File: src/rtl/pipeline_control_if.sv
// Control/status bundle between the pipeline datapath and its control FSM.
// The datapath side is the master; pipeline_control is the slave.
interface pipeline_control_if #(
   parameter int unsigned CYCLE_CNT_WIDTH = 32,
   parameter int unsigned STALL_CNT_WIDTH = 16,
   parameter int unsigned REG_ADDR_WIDTH  = 5
);
   logic                       start;
   logic                       mode;
   logic                       step;
   logic                       clear;
   logic                       halt_detected;
   logic                       id_ex_mem_read;
   logic [REG_ADDR_WIDTH-1:0]  id_ex_rt;
   logic [REG_ADDR_WIDTH-1:0]  if_id_rs;
   logic [REG_ADDR_WIDTH-1:0]  if_id_rt;
   logic                       branch_taken;

   logic                       pipe_enable;
   logic                       pc_write;
   logic                       if_id_write;
   logic                       if_id_flush;
   logic                       id_ex_bubble;
   logic [1:0]                 state;
   logic                       halted;
   logic [CYCLE_CNT_WIDTH-1:0] cycle_count;
   logic [STALL_CNT_WIDTH-1:0] stall_count;

   modport master (
      output start, mode, step, clear, halt_detected,
      output id_ex_mem_read, id_ex_rt, if_id_rs, if_id_rt, branch_taken,
      input  pipe_enable, pc_write, if_id_write, if_id_flush, id_ex_bubble,
      input  state, halted, cycle_count, stall_count
   );

   modport slave (
      input  start, mode, step, clear, halt_detected,
      input  id_ex_mem_read, id_ex_rt, if_id_rs, if_id_rt, branch_taken,
      output pipe_enable, pc_write, if_id_write, if_id_flush, id_ex_bubble,
      output state, halted, cycle_count, stall_count
   );
endinterface

File: src/rtl/pipeline_control.sv
// Run/step/halt sequencer for a 5-stage pipeline with load-use stall and
// branch flush control, plus saturating executed-cycle and stall counters.
module pipeline_control #(
   parameter int unsigned CYCLE_CNT_WIDTH = 32,
   parameter int unsigned STALL_CNT_WIDTH = 16,
   parameter int unsigned REG_ADDR_WIDTH  = 5
) (
   input logic               clk,
   input logic               rst_n,
   pipeline_control_if.slave bus
);

   typedef enum logic [1:0] {
      IDLE      = 2'b00,
      RUN       = 2'b01,
      STEP_WAIT = 2'b10,
      HALTED    = 2'b11
   } state_e;

   localparam logic [CYCLE_CNT_WIDTH-1:0] CYC_MAX  = '1;
   localparam logic [CYCLE_CNT_WIDTH-1:0] CYC_ONE  = CYCLE_CNT_WIDTH'(1);
   localparam logic [STALL_CNT_WIDTH-1:0] STL_MAX  = '1;
   localparam logic [STALL_CNT_WIDTH-1:0] STL_ONE  = STALL_CNT_WIDTH'(1);
   localparam logic [REG_ADDR_WIDTH-1:0]  ZERO_REG = '0;

   state_e                     state_q, state_d;
   logic                       step_q;
   logic [CYCLE_CNT_WIDTH-1:0] cycle_q, cycle_d;
   logic [STALL_CNT_WIDTH-1:0] stall_q, stall_d;

   logic step_pulse;
   logic load_use;
   logic enable;
   logic pc_write;
   logic if_id_write;
   logic if_id_flush;
   logic id_ex_bubble;

   // step_q resets high so a step held through reset release is not a press.
   assign step_pulse = bus.step & ~step_q;

   assign load_use = bus.id_ex_mem_read
                   & (bus.id_ex_rt != ZERO_REG)
                   & ((bus.id_ex_rt == bus.if_id_rs) | (bus.id_ex_rt == bus.if_id_rt));

   always_comb begin
      enable = (state_q == RUN) | ((state_q == STEP_WAIT) & step_pulse);
   end

   // Branch redirect outranks the load-use stall: the consumer is flushed anyway.
   always_comb begin
      pc_write     = 1'b0;
      if_id_write  = 1'b0;
      if_id_flush  = 1'b0;
      id_ex_bubble = 1'b0;
      if (enable) begin
         if (bus.branch_taken) begin
            pc_write    = 1'b1;
            if_id_write = 1'b1;
            if_id_flush = 1'b1;
         end else if (load_use) begin
            id_ex_bubble = 1'b1;
         end else begin
            pc_write    = 1'b1;
            if_id_write = 1'b1;
         end
      end
   end

   always_comb begin
      state_d = state_q;
      cycle_d = cycle_q;
      stall_d = stall_q;
      if (bus.clear) begin
         state_d = IDLE;
         cycle_d = '0;
         stall_d = '0;
      end else begin
         if (enable && (cycle_q != CYC_MAX)) begin
            cycle_d = cycle_q + CYC_ONE;
         end
         if (id_ex_bubble && (stall_q != STL_MAX)) begin
            stall_d = stall_q + STL_ONE;
         end
         unique case (state_q)
            IDLE: begin
               if (bus.start) begin
                  state_d = bus.mode ? STEP_WAIT : RUN;
               end
            end
            RUN, STEP_WAIT: begin
               if (bus.halt_detected) begin
                  state_d = HALTED;
               end
            end
            HALTED: begin
               state_d = HALTED;
            end
            default: begin
               state_d = IDLE;
            end
         endcase
      end
   end

   always_ff @(posedge clk or negedge rst_n) begin
      if (!rst_n) begin
         state_q <= IDLE;
         step_q  <= 1'b1;
         cycle_q <= '0;
         stall_q <= '0;
      end else begin
         state_q <= state_d;
         step_q  <= bus.step;
         cycle_q <= cycle_d;
         stall_q <= stall_d;
      end
   end

   assign bus.pipe_enable  = enable;
   assign bus.pc_write     = pc_write;
   assign bus.if_id_write  = if_id_write;
   assign bus.if_id_flush  = if_id_flush;
   assign bus.id_ex_bubble = id_ex_bubble;
   assign bus.state        = state_q;
   assign bus.halted       = (state_q == HALTED);
   assign bus.cycle_count  = cycle_q;
   assign bus.stall_count  = stall_q;

   a_bubble_excl: assert property (@(posedge clk) disable iff (!rst_n)
      id_ex_bubble |-> (!pc_write && !if_id_write && !if_id_flush));
   a_idle_quiet: assert property (@(posedge clk) disable iff (!rst_n)
      (state_q == IDLE || state_q == HALTED) |-> !enable);

endmodule

File: src/flat_wrapper.sv
// flat-port wrapper written by rule: the top's interface ports become plain ports
module pipeline_control_flat 
#(
   parameter int unsigned CYCLE_CNT_WIDTH = 32,
   parameter int unsigned STALL_CNT_WIDTH = 16,
   parameter int unsigned REG_ADDR_WIDTH  = 5
)
  (clk, rst_n, bus_start, bus_mode, bus_step, bus_clear, bus_halt_detected, bus_id_ex_mem_read, bus_id_ex_rt, bus_if_id_rs, bus_if_id_rt, bus_branch_taken, bus_pipe_enable, bus_pc_write, bus_if_id_write, bus_if_id_flush, bus_id_ex_bubble, bus_state, bus_halted, bus_cycle_count, bus_stall_count);
  pipeline_control_if #(.CYCLE_CNT_WIDTH(CYCLE_CNT_WIDTH), .STALL_CNT_WIDTH(STALL_CNT_WIDTH), .REG_ADDR_WIDTH(REG_ADDR_WIDTH)) bus_i ();
  input logic clk;
  input logic rst_n;
  input wire logic [$bits(bus_i.start)-1:0] bus_start;
  input wire logic [$bits(bus_i.mode)-1:0] bus_mode;
  input wire logic [$bits(bus_i.step)-1:0] bus_step;
  input wire logic [$bits(bus_i.clear)-1:0] bus_clear;
  input wire logic [$bits(bus_i.halt_detected)-1:0] bus_halt_detected;
  input wire logic [$bits(bus_i.id_ex_mem_read)-1:0] bus_id_ex_mem_read;
  input wire logic [$bits(bus_i.id_ex_rt)-1:0] bus_id_ex_rt;
  input wire logic [$bits(bus_i.if_id_rs)-1:0] bus_if_id_rs;
  input wire logic [$bits(bus_i.if_id_rt)-1:0] bus_if_id_rt;
  input wire logic [$bits(bus_i.branch_taken)-1:0] bus_branch_taken;
  output wire logic [$bits(bus_i.pipe_enable)-1:0] bus_pipe_enable;
  output wire logic [$bits(bus_i.pc_write)-1:0] bus_pc_write;
  output wire logic [$bits(bus_i.if_id_write)-1:0] bus_if_id_write;
  output wire logic [$bits(bus_i.if_id_flush)-1:0] bus_if_id_flush;
  output wire logic [$bits(bus_i.id_ex_bubble)-1:0] bus_id_ex_bubble;
  output wire logic [$bits(bus_i.state)-1:0] bus_state;
  output wire logic [$bits(bus_i.halted)-1:0] bus_halted;
  output wire logic [$bits(bus_i.cycle_count)-1:0] bus_cycle_count;
  output wire logic [$bits(bus_i.stall_count)-1:0] bus_stall_count;
  assign bus_i.start = bus_start;
  assign bus_i.mode = bus_mode;
  assign bus_i.step = bus_step;
  assign bus_i.clear = bus_clear;
  assign bus_i.halt_detected = bus_halt_detected;
  assign bus_i.id_ex_mem_read = bus_id_ex_mem_read;
  assign bus_i.id_ex_rt = bus_id_ex_rt;
  assign bus_i.if_id_rs = bus_if_id_rs;
  assign bus_i.if_id_rt = bus_if_id_rt;
  assign bus_i.branch_taken = bus_branch_taken;
  assign bus_pipe_enable = bus_i.pipe_enable;
  assign bus_pc_write = bus_i.pc_write;
  assign bus_if_id_write = bus_i.if_id_write;
  assign bus_if_id_flush = bus_i.if_id_flush;
  assign bus_id_ex_bubble = bus_i.id_ex_bubble;
  assign bus_state = bus_i.state;
  assign bus_halted = bus_i.halted;
  assign bus_cycle_count = bus_i.cycle_count;
  assign bus_stall_count = bus_i.stall_count;
  pipeline_control #(.CYCLE_CNT_WIDTH(CYCLE_CNT_WIDTH), .STALL_CNT_WIDTH(STALL_CNT_WIDTH), .REG_ADDR_WIDTH(REG_ADDR_WIDTH)) u_core (.clk(clk), .rst_n(rst_n), .bus(bus_i));
endmodule
File: config.mk
export PLATFORM = sky130hd
export DESIGN_NAME = pipeline_control_flat
export DESIGN_NICKNAME = d
export VERILOG_FILES = /design/src/rtl/pipeline_control_if.sv /design/src/rtl/pipeline_control.sv /design/src/flat_wrapper.sv
export SDC_FILE = /design/constraint.sdc
export NUM_CORES = 1
export LEC_CHECK = 0
export CAP_MARGIN = 40
export CORE_ASPECT_RATIO = 1.75
export CORE_MARGIN = 1.5
export CORE_UTILIZATION = 54
export DETAILED_ROUTE_END_ITERATION = 10
export GPL_TIMING_DRIVEN = 1
export PLACE_DENSITY = 0.87
export SYNTH_ARGS = -nofsm -noshare
export SYNTH_HDL_FRONTEND = slang
export SYNTH_SLANG_ARGS = --single-unit
File: constraint.sdc
create_clock -name clk -period 5.9 [get_ports clk]
set_input_delay 0.885 -clock clk [delete_from_list [all_inputs] [get_ports clk]]
set_output_delay 0.885 -clock clk [all_outputs]
set_load 0.01 [all_outputs]
# == After elaboration in Yosys (flattened, before gate mapping) ==
# Cells that the tools add are included.
# totals
regBits,51
inputBits,24
output_inout_bits,56
# op_classes
addsub,2
eq_ne,9
muxes,17
bitwise,7
reduce_logical,8
# op_table
op,count
2-to-1 mux 32 bit,2
adder 32 x 1 -> 32 bit (second input constant),1
2-to-1 mux 16 bit,2
!= test 32 bit (second input constant),1
adder 16 x 1 -> 16 bit (second input constant),1
!= test 16 bit (second input constant),1
== test 5 bit,2
2-to-1 mux 1 bit,8
2-to-1 mux 2 bit,4
!= test 3 bit (second input constant),2
one-hot mux 2 bit (3 select lines),1
nonzero test 5 bit,1
bitwise AND 1 bit,4
== test 2 bit (second input constant),2
nonzero test 2 bit,2
== test 2 x 1 -> 1 bit (second input constant),1
logical AND 1 bit,2
logical NOT 2 bit,1
bitwise OR 1 bit,2
AND reduction 2 bit,1
OR reduction 2 bit,1
inverter 1 bit,1

# == Longest topological paths before layout ==
# Gate-level depths: netlist of run 1.
# logic_depth
word_depth,9
mapped_depth,10
depth_no_buf,8

# == Least setup slack after synthesis of run 1 ==
# Ideal clock, no wire load.
# synth_timing
path_kind,input-to-output
start,input bus_if_id_rs[2]
end,output bus_pc_write
arrival_time_ns,2.210
required_ns,5.015
path_slack_ns,2.805
cell_stages,8
path_cell_list,xor2_1 nor3_1 a22oi_1 clkbuf_1 clkbuf_1 nor2_1 nor2_1 buf_4
# synth_via
elab_chain_cells,6
# synth_lines
item,line_no,rtl
"start, declared",flat_wrapper.sv:19,input wire logic [$bits(bus_i.if_id_rs)-1:0] bus_if_id_rs;
== test 5 bit,pipeline_control.sv:44,& ((bus.id_ex_rt == bus.if_id_rs) | (bus.id_ex_rt == bus.if_id_rt));
bitwise OR 1 bit,pipeline_control.sv:44,
bitwise AND 1 bit,pipeline_control.sv:44,
2-to-1 mux 1 bit (3 in series),n/a,
"end, declared",flat_wrapper.sv:23,output wire logic [$bits(bus_i.pc_write)-1:0] bus_pc_write;
# No other way between the ends.

# == Worst setup path in the final report of run 1 ==
# layout_timing
start,input bus_id_ex_rt[1]
end,output bus_if_id_write
# layout_via
elab_chain_cells,6
# layout_lines
item,line_no,rtl
"start, declared",flat_wrapper.sv:18,input wire logic [$bits(bus_i.id_ex_rt)-1:0] bus_id_ex_rt;
== test 5 bit / nonzero test 5 bit (equally long branches),"pipeline_control.sv:44, pipeline_control.sv:43",
bitwise OR 1 bit / bitwise AND 1 bit (equally long branches),"pipeline_control.sv:44, pipeline_control.sv:43",
bitwise AND 1 bit *,pipeline_control.sv:44,
2-to-1 mux 1 bit *,pipeline_control.sv:61,end else if (load_use) begin
2-to-1 mux 1 bit *,pipeline_control.sv:57,if (bus.branch_taken) begin
2-to-1 mux 1 bit *,pipeline_control.sv:56,if (enable) begin
"end, declared",flat_wrapper.sv:24,output wire logic [$bits(bus_i.if_id_write)-1:0] bus_if_id_write;
# Every way passes the cells marked *; elsewhere a longest branch is shown, timed or not.

==> impl_results.md, run 1 <==
* Max Cap Viol at 0
* Crit-path most repeated cell: nor2_1
* Post-route ant nets at 0
* Post-CTS resize count at 0
* CTS Hold Bufs at 0
* Share of layout cells above drive strength 1 at slightly below 7%
* Port bufs at 79
* CP top delay family: buffers and inverters
* Slew HR at 57.6%
* GRT Overall Usage at ~29%
* Via density per instance at 6.23
* Final Max Tran Viols at 0
* Leakage at 1.56 nW
* Comb pwr share at 21.5%
* Antenna cells at 0
* Placed inst area at 4060 um2
* Largest net degree at the start of global routing at 52
* Sink Count at 51
* Hold WC Path Type: reg2reg
* Top-area cell type share of the netlist area at 39.3%
* GR Overflow Total at 0
* Critical path buffer and inverter count at 3
* DRC Markers at 0
* Reg power frac at 47.4%
* Final Net Count at 462
* Yosys cell types at 53
* P_sw at roughly 220 uW
* Final Wtd Congestion at 0.914
* Post-synth ARST share at 100%
* Tightest Pin Transition at around 640 ps
* Status: complete, no violations
* Die height at 105 um
* I/O pin total at 80
* Xor and xnor area share after synthesis at ~4.9%
* Post-synth EDFFs at 0
* Syn-to-layout area delta at 30.7%
* Number of global-route vias before repair at roughly 3200
* Syn nets at 385
* Multi-input gate area at 1790 um2
* Internal Power at approximately 560 uW
* Storage cell area at 1280 um2
* Core area at about 5600 um2
* Largest family of logic cells by synthesized area: simple AND/OR/NAND/NOR gates
* # setup viols final at 0
* Sw frac at 28.7%
* PD cells at 188 nW/um2
* Register area share after synthesis at 40.1%
* HPWL after DPL at 6.59 mm
* Multiplexer share of the synthesized area at 2.36%
* WL per Instance at 17.1 um
* Mapped Cells at 355
* Synth Area in Compound Gates at about 16%
* Worst Path Required at about 5000 ps
* Inserted Clock Buffers at 5
* Clk_lat worst skew at 320 ps
* Ys flop type: dfrtp_1
* WP data arrival at 2980 ps
* Period utilization at 65.5%
* FILL cells at 413
* RSZ-0062 raised after global routing: no
* Synth Cell Area at around 3200 um2
* Final WL at 8.71 mm
* First-pass GRT wire length at 14.2 mm
* Crit Path Category: in2out
* VDD IR max at 0.203 mV
* Initial antenna violation count at 0
* Initial DRC count at approximately 120
* Crit path largest cell delay at 580 ps
* Synth Register Bits at approximately 50
* Clock share of power at 31.2%
* Die Span X at 61.1 um
* Simple-Gate Fraction of Synth Area at 30.9%
* Dominant cells by area after synthesis: dfrtp_1 39%, or4_1 4.2%, a21oi_1 3.9%
* Average cell area after synthesis at between 8 and 9 um2
* Max Freq at around 260 MHz
* Adder-cell share of the synthesized area at 2.36%
* Area of the die at about 6400 um2
* Fin crit period at 3870 ps
* H-tree levels at 2
* Top cell type by total area after synthesis: dfrtp_1
* Fin. Hold Viols at 0
* Number of buffers added for setup after CTS at 0
* CTS clock-pin slew for the worst setup and hold paths at roughly 90 ps
* Clk buf depth at 2
* Initial Util at 56.6%
* CP max-delay cell: clkdlybuf4s50_1
* Cell chain of the critical path: clkdlybuf4s50_1 > xor2_1 > nor2_1 > a22oi_1 > buf_4 > nor2_1 > nor2_1 > clkdlybuf4s50_1
* Rows at 36
* Vias at 3170
* Fin area at about 4200 um2
* Yosys warnings at 0
* Crit path launch type: input pin
* Drt pass-1 iters at 5
* Skew final at about 8.2 ps
* Clock root buffer: clkbuf_8
* Crit. End Element: output port
* Crit path max fanout at 29
* Setup TNS at 0 ps
* TritonCTS clock tree: done
## final timing paths
kind,startpoint,end,slack (ps),cells after the start
worst max-delay path,bus_id_ex_rt[1],bus_if_id_write,2030,8
worst min-delay path,u_core.bus.stall_count[14],u_core.bus.stall_count[14],580,2
worst max register to register,u_core.bus.cycle_count[0],u_core.bus.cycle_count[26],3510,6
worst min register to register,u_core.bus.stall_count[14],u_core.bus.stall_count[14],580,2
max in group asynchronous,rst_n,u_core.bus.cycle_count[21],4800,2
min in group asynchronous,rst_n,u_core.bus.stall_count[2],650,2
## power groups by stage
stage               combinational, mW  clock [mW]  sequential (mW)
global route                    0.185       0.263            0.371
detailed placement              0.167           0            0.376
floorplan                      0.0900           0            0.377
global placement                0.155           0            0.376
CTS                             0.168       0.250            0.369
finish                          0.168       0.243            0.370
## flip-flops by register name (all words and copies together), names as in the netlist
| register | count |
|---|---|
| u_core.bus.state | 2 |
| u_core.step_q | 1 |
| u_core.bus.stall_count | 16 |
| u_core.bus.cycle_count | 32 |
## worst register-to-register path, delay by kind of cell, from the launching register on
kind	cells	cell delay, ps
AO/OA/AOI/OAI	3	890
AND/OR/NAND/NOR	2	620
flip-flops	1	500
adder cells (fa/ha/maj)	1	270
## per-stage QoR
stage | util [%] | setup WS, ps | cells | hold slack, ps | power, mW
final | 74.0 | 2030 | 509 | 580 | 0.781
after global routing | 74.0 | 1800 | 509 | 623 | 0.819
after CTS | 74.0 | 2020 | 509 | 575 | 0.787
after detailed placement | 72.1 | 2020 | 501 | 559 | 0.543
after global placement | 71.4 | 2110 | 499 | 556 | 0.531
after floorplan | - | 2800 | 355 | 571 | 0.467
## cell usage in the layout (no fill, tap or decap), types with 4 or more instances in the layout
cell type,synthesis,routed
or3_1,17,17
xor2_1,14,14
ha_1,6,6
dfrtp_1,50,50
or4_1,18,18
o31ai_1,12,12
buf_4,2,5
nor3_1,10,10
clkdlybuf4s50_1,0,78
nor4_1,5,5
clkbuf_8,0,5
inv_1,11,11
nand4_1,14,14
nand2_1,32,32
and4_1,6,6
nor2b_1,5,5
o21ai_0,12,12
a21oi_1,25,25
xnor2_1,4,4
o211ai_1,5,5
nor2_1,25,25
nand3_1,21,21
## Yosys cell counts, drive strengths merged (10+ instances only)
cell type / instances
dfrtp: 50
nand2: 32
a21oi: 25
nor2: 25
nand3: 21
or4: 19
nand4: 17
or3: 17
o21ai: 14
xor2: 14
o31ai: 13
clkbuf: 12
inv: 11
nor3: 10
## cell type report
cell class                      count  share of cell area (%)
Clock buffer                        7                    1.83
Clock inverter                      1                   0.721
Inverter                           11                   0.992
Multi-Input combinational cell    278                    43.1
Sequential cell                    51                    30.7
Tap cell                           76                    2.28
Timing Repair Buffer               85                    20.4
## layer usage
metal | vias up | GRT usage, % | wire (um)
met5 | - | 0 | 0
met4 | 0 | 16.1 | 311
met3 | 25 | 5.94 | 446
met2 | 115 | 49.5 | 4830
met1 | 1535 | 31.0 | 3120
li1 | 1495 | - | -
## cells by family after synthesis
logic type / after synthesis
flops: 51
compound gates: 76
fa+ha+maj: 6
mux: 7
buf+inv: 26
simple gates: 171
xor+xnor: 18
(Power assumes the default switching activity.)
==> run 2, diff against run 1 <==
Settings changed: CORE_UTILIZATION 54 to 45, PLACE_DENSITY 0.87 to 0.77.
Clock period 5.9 ns to 3.17 ns, I/O delays scaled along.
==> run 2 against run 1 <==
Die area grew 19%. Core utilization shrank 12 points. Setup slack lost 1800 ps. Flip-flop and latch count is the same. First-iteration DRC count grew 65%. Largest power group unchanged. Critical endpoint is now bus_pc_write. Hold slack lost 390 ps.
==> impl_results.md, run 2 (synthesized netlist as in run 1, its figures left out) <==
* H-tree levels at 2 (unchanged)
* Leakage at 1.60 nW (+2.3%)
* Fin worst setup slack at 199 ps (-1830 ps)
* # setup viols final at 0 (unchanged)
* Fin crit period at 2970 ps
* TritonCTS clock tree: done
* Pre-CTS WS at -133 ps (-2160 ps)
* WP data arrival at 2500 ps (-480 ps)
* Total design power at 1.63 mW (+110%)
* Worst Path Required at 2690 ps (-2330 ps)
* Fin. Hold Viols at 0 (unchanged)
* CTS Hold Bufs at 0 (unchanged)
* Clk buf depth at 2 (unchanged)
* Die height at 114 um (+9.3%)
* DRC Markers at 0 (unchanged)
* Inserted Clock Buffers at 5 (unchanged)
* R2R depth at 6 (unchanged)
* Slew HR at 51.2% (-6.4 points)
* Max FFs per register at 32 (unchanged)
* Max Freq at approximately 340 MHz
* Sink Count at 51 (unchanged)
* Port bufs at 79 (unchanged)
* Final Net Count at 463 (+0.22%)
* CTS clock-pin slew for the worst setup and hold paths at 70 ps (-20 ps)
* GRT Overall Usage at 24.3% (-4.6 points)
* Area of the die at 7620 um2 (+19%)
* Die Span X at 66.6 um (+9.1%)
* Initial antenna violation count at 0 (unchanged)
* Final WL at 8.78 mm (+0.76%)
* Most common cell after layout, fill and taps aside: clkdlybuf4s50_1
* HPWL after DPL at 6.57 mm (-0.34%)
* Most frequent cells in the layout: 78 x clkdlybuf4s50_1, 50 x dfrtp_1, 32 x nand2_1
* I/O pin total at 80 (unchanged)
* Crit path launch type: input pin
* Rows at 40 (+11%)
* Final Max Tran Viols at 0 (unchanged)
* Crit path max fanout at 4 (-86%)
* Max Cap Viol at 0 (unchanged)
* First-pass GRT wire length at 14.5 mm (+2.5%)
* Skew final at 6.12 ps (-2.03 ps)
* Critical R2R Launch: u_core.bus.cycle_count[0]
* Number of global-route vias before repair at 3092 (-2.0%)
* GR Overflow Total at 0 (unchanged)
* # placed instances at 510 (+1.8%)
* PD cells at 386 nW/um2 (+110%)
* Share of layout cells above drive strength 1 at 8.06% (+1.1 points)
* Tightest Pin Transition at 713 ps (+77.1 ps)
* Antenna cells at 0 (unchanged)
* Clock root buffer: clkbuf_16
* Vias at 3168 (-0.063%)
* RSZ-0062 raised after global routing: no
* WL per Instance at 16.9 um (-0.99%)
* Worst hold margin at 194 ps (-386 ps)
* Initial DRC count at 190 (+65%)
* VDD IR max at 0.340 mV (+68%)
* Final Wtd Congestion at 0.855 (-6.5%)
* Worst R2R Setup Slack at 760 ps (-2750 ps)
* Initial Util at 46.5% (-10 points)
* Setup TNS at 0 ps (unchanged)
* Post-route ant nets at 0 (unchanged)
* Syn-to-layout area delta at 33.1%
* Core area at 6860 um2 (+22%)
* Hold WC Path Type: in2async
* Via density per instance at 6.12 (-1.8%)
* Largest net degree at the start of global routing at 43 (-17%)
* Clk_lat worst skew at 290 ps (-30 ps)
* Crit. End Element: output port
* Period utilization at a little over nine tenths
* Status: complete, no violations
* Crit Path Category: in2out
* Drt pass-1 iters at 4 (-1)
* Post-Layout Cell Count at 518 (+1.8%)
* Worst r2r dst: u_core.bus.cycle_count[26]
[run 2: cell types whose count changed in the layout (fill, tap and decap cells not counted), sizes merged]
cell | previous run | this run
clkinv | 0 | 1
clkbuf | 7 | 6
buf | 7 | 8
[run 2: layout make-up]
class | count | area, um2
well taps | 84 | 105
inverters | 11 | 41.3
clock inverters | 2 | 35.0
fillers | 590 | 2620
flip-flops and latches | 51 | 1280
repair buffers | 86 | 838
multi-input cells | 278 | 1800
clock buffers | 6 | 139
[run 2: what timing repair did]
item	4_1_cts	5_1_grt
setup buffers	0	0
gates resized for setup	1	2
setup endpoints to repair	2	4
hold endpoints to repair	0	0
[run 2: per-layer routing]
layer / wire (um) / vias to the layer above / GRT usage, %
li1: - / 1501 / -
met1: 3240 / 1537 / 27.2
met2: 4870 / 112 / 44.8
met3: 482 / 18 / 3.05
met4: 187 / 0 / 10.3
met5: 0 / - / 0
[run 2: how the worst max path moves through the flow]
stage               cells past startpoint         endpoint  slack [ps]           startpoint
detailed placement                      6  bus_pipe_enable        -130             bus_step
finish                                  6     bus_pc_write         200      bus_id_ex_rt[3]
global route                            6     bus_pc_write          60      bus_id_ex_rt[0]
global placement                        6  bus_if_id_flush         -60             bus_step
CTS                                     7  bus_pipe_enable          70  u_core.bus.state[0]
floorplan                               8     bus_pc_write         890      bus_if_id_rs[2]
[run 2: critical path, cell delays in order]
cell             delay, ps
clkdlybuf4s50_1        480
or4_1                  570
o21ai_2                210
nor2_1                  70
nor2_1                 140
clkdlybuf4s50_1        550
[run 2: through the flow]
step / instance area, um2 / utilization, %
floorplan: 3190 / -
global placement: 4060 / 59.1
detailed placement: 4060 / 59.1
CTS: 4230 / 61.7
global route: 4240 / 61.8
finish: 4240 / 61.8
[run 2: power breakdown]
group | switching (mW) | internal [mW]
Clock | 0.239 | 0.393
Sequential | 0.0227 | 0.665
Combinational | 0.178 | 0.137
==> run 3, diff against run 2 <==
Settings changed: CTS_BUF_LIST set to sky130_fd_sc_hd__clkbuf_16, CTS_CLUSTER_SIZE set to 16.
==> run 3 against run 2 <==
Total power is 1.7% lower. Hold slack better by 1.7 ps. First-iteration DRC count is 1.6% higher. Final cell count stayed put. Register-to-register slack hardly changed. Maximum frequency hardly changed. Count of clock-buffer cells in the layout is 1 lower. Setup slack worse by 2.1 ps. Clock skew is 2.1 ps lower. Core utilization is 0.15 points lower. Routed wire length hardly changed. Largest cell class unchanged.
==> impl_results.md, run 3 (synthesized netlist as in run 1, its figures left out) <==
* TritonCTS clock tree: done
* Max FFs per register at 32 (unchanged)
* Reg power frac at 42.8% (+0.7 points)
* Vias at 3159 (-0.28%)
* Port bufs at 79 (unchanged)
* Crit. End Element: output port
* Drt pass-1 iters at 4 (unchanged)
* Initial antenna violation count at 0 (unchanged)
* First-pass GRT wire length at 14.5 mm (-0.47%)
* Setup TNS at 0 ps (unchanged)
* Max Freq at 336 MHz (about the same)
* Crit path largest cell delay at 570 ps (about the same)
* Inserted Clock Buffers at 5 (unchanged)
* # setup viols final at 0 (unchanged)
* Share of layout cells above drive strength 1 at 7.83% (-0.23 points)
* Syn-to-layout area delta at 32.7%
* Crit path launch type: input pin
* Critical R2R Launch: u_core.bus.cycle_count[0]
* R2R depth at 6 (unchanged)
* Fin crit period at 2970 ps (+2.05 ps)
* Most frequent cells in the layout: 78 x clkdlybuf4s50_1, 50 x dfrtp_1, 32 x nand2_1
* Die Span X at 66.6 um (unchanged)
* Final WL at 8.78 mm (about the same)
* Initial Util at 46.5% (unchanged)
* Status: complete, no violations
* Most common cell after layout, fill and taps aside: clkdlybuf4s50_1
* H-tree levels at 2 (unchanged)
* Levels on crit path at 6 (unchanged)
* Clk_lat worst skew at 290 ps (about the same)
* Clk buf depth at 2 (unchanged)
* Hold WC Path Type: in2async
* Skew final at 4.01 ps (-2.11 ps)
* RSZ-0062 raised after global routing: no
* Core area at 6860 um2 (unchanged)
* Comb pwr share at 19.5% (+0.2 points)
* Internal Power at 1.17 mW (-2.0%)
* Period utilization at 93.8% (about the same)
* PD cells at 380 nW/um2 (-1.5%)
* Final Max Tran Viols at 0 (unchanged)
* Clock root buffer: clkbuf_16
* CTS Hold Bufs at 0 (unchanged)
* Sink Count at 51 (unchanged)
* Slew HR at 53.3% (+2.1 points)
* Number of buffers added for setup after CTS at 0 (unchanged)
* Via density per instance at 6.10 (-0.28%)
* CP top delay family: buffers and inverters
* WL per Instance at 16.9 um (about the same)
* Worst R2R Setup Slack at 750 ps (about the same)
* CTS clock-pin slew for the worst setup and hold paths at 70 ps (about the same)
* Critical path buffer and inverter count at 2 (unchanged)
* Die height at 114 um (unchanged)
* Worst Path Required at 2690 ps (about the same)
* Sw frac at 27.2% (+0.26 points)
* Cell chain of the critical path: clkdlybuf4s50_1 > or4_1 > o21ai_2 > nor2_1 > nor2_1 > clkdlybuf4s50_1
* Tightest Pin Transition at 683 ps (-30.1 ps)
* Fin. Hold Viols at 0 (unchanged)
* GR Overflow Total at 0 (unchanged)
* Antenna cells at 0 (unchanged)
* Final Wtd Congestion at 0.855 (unchanged)
* WP data arrival at 2500 ps (about the same)
* Crit path max fanout at 4 (unchanged)
* VDD IR max at 0.343 mV (+0.74%)
* Max Cap Viol at 0 (unchanged)
* P_sw at 436 uW (-0.75%)
* Clock share of power at 37.7% (-1.0 points)
* I/O pin total at 80 (unchanged)
* Post-route ant nets at 0 (unchanged)
* DRC Markers at 0 (unchanged)
* HPWL after DPL at 6.57 mm (unchanged)
* Largest net degree at the start of global routing at 43 (unchanged)
* Initial DRC count at 193 (+1.6%)
* Number of global-route vias before repair at 3084 (-0.26%)
* CP max-delay cell: or4_1
* Util after Layout at 61.7% (-0.15 points)
* Leakage at 1.59 nW (-0.35%)
* GRT Overall Usage at 24.2% (-0.10 points)
* Final Net Count at 463 (unchanged)
* Worst r2r dst: u_core.bus.cycle_count[26]
* Area of the die at 7620 um2 (unchanged)
* Crit Path Category: in2out
* Rows at 40 (unchanged)
## run 3: power by group through the flow
stage	Clock (mW)	Sequential (mW)	Combinational (mW)
after floorplan	0	0.702	0.168
final	0.606	0.688	0.314
after CTS	0.610	0.688	0.312
after detailed placement	0	0.700	0.309
after global placement	0	0.698	0.302
after global routing	0.640	0.690	0.345
## run 3: area by class of cell
type                    instances  area [um2]
clock buffers                   5         125
clock inverters                 3        38.8
fillers                       589        2630
inverters                      11        41.3
multi-input cells             278        1800
flip-flops and latches         51        1280
well taps                      84         105
repair buffers                 86         838
## run 3: routing by layer
layer / GRT usage, % / vias to the layer above / part of all wire (%)
met5: 0 / - / 0
met4: 10.6 / 0 / 2.7
met3: 3.05 / 25 / 5.0
met2: 44.7 / 118 / 55
met1: 26.9 / 1517 / 37
li1: - / 1499 / -
## run 3: worst reg2reg max path: cells and delay by family (launching register included)
family                   cells  cell delay (ps)
AO/OA/AOI/OAI                3              870
flip-flops                   1              490
AND/OR/NAND/NOR              2              640
adder cells (fa/ha/maj)      1              290
## run 3: how the worst max path moves through the flow
stage                   startpoint              end  slack [ps]
2_1_floorplan      bus_if_id_rs[2]     bus_pc_write         890
6_report           bus_id_ex_rt[3]     bus_pc_write         200
4_1_cts        u_core.bus.state[0]  bus_pipe_enable          70
3_3_place_gp              bus_step  bus_if_id_flush         -60
3_5_place_dp              bus_step  bus_pipe_enable        -130
5_1_grt            bus_id_ex_rt[0]     bus_pc_write          60
## run 3: repair_timing
item	CTS	global route
setup endpoints to repair	2	4
pin swaps	0	0
endpoints found under the hold margin	0	0
gates resized for setup	1	2
## run 3: through the flow
step | cell area (um2) | hold slack [ps] | power, mW | instances | setup slack (ps)
after CTS | 4220 | 216 | 1.61 | 518 | 72.1
after detailed placement | 4060 | 522 | 1.01 | 510 | -133
final | 4230 | 196 | 1.61 | 518 | 197
after global routing | 4230 | 241 | 1.68 | 518 | 60.2
after floorplan | 3190 | 180 | 0.870 | 355 | 894
after global placement | 4060 | 529 | 1.00 | 510 | -64.6
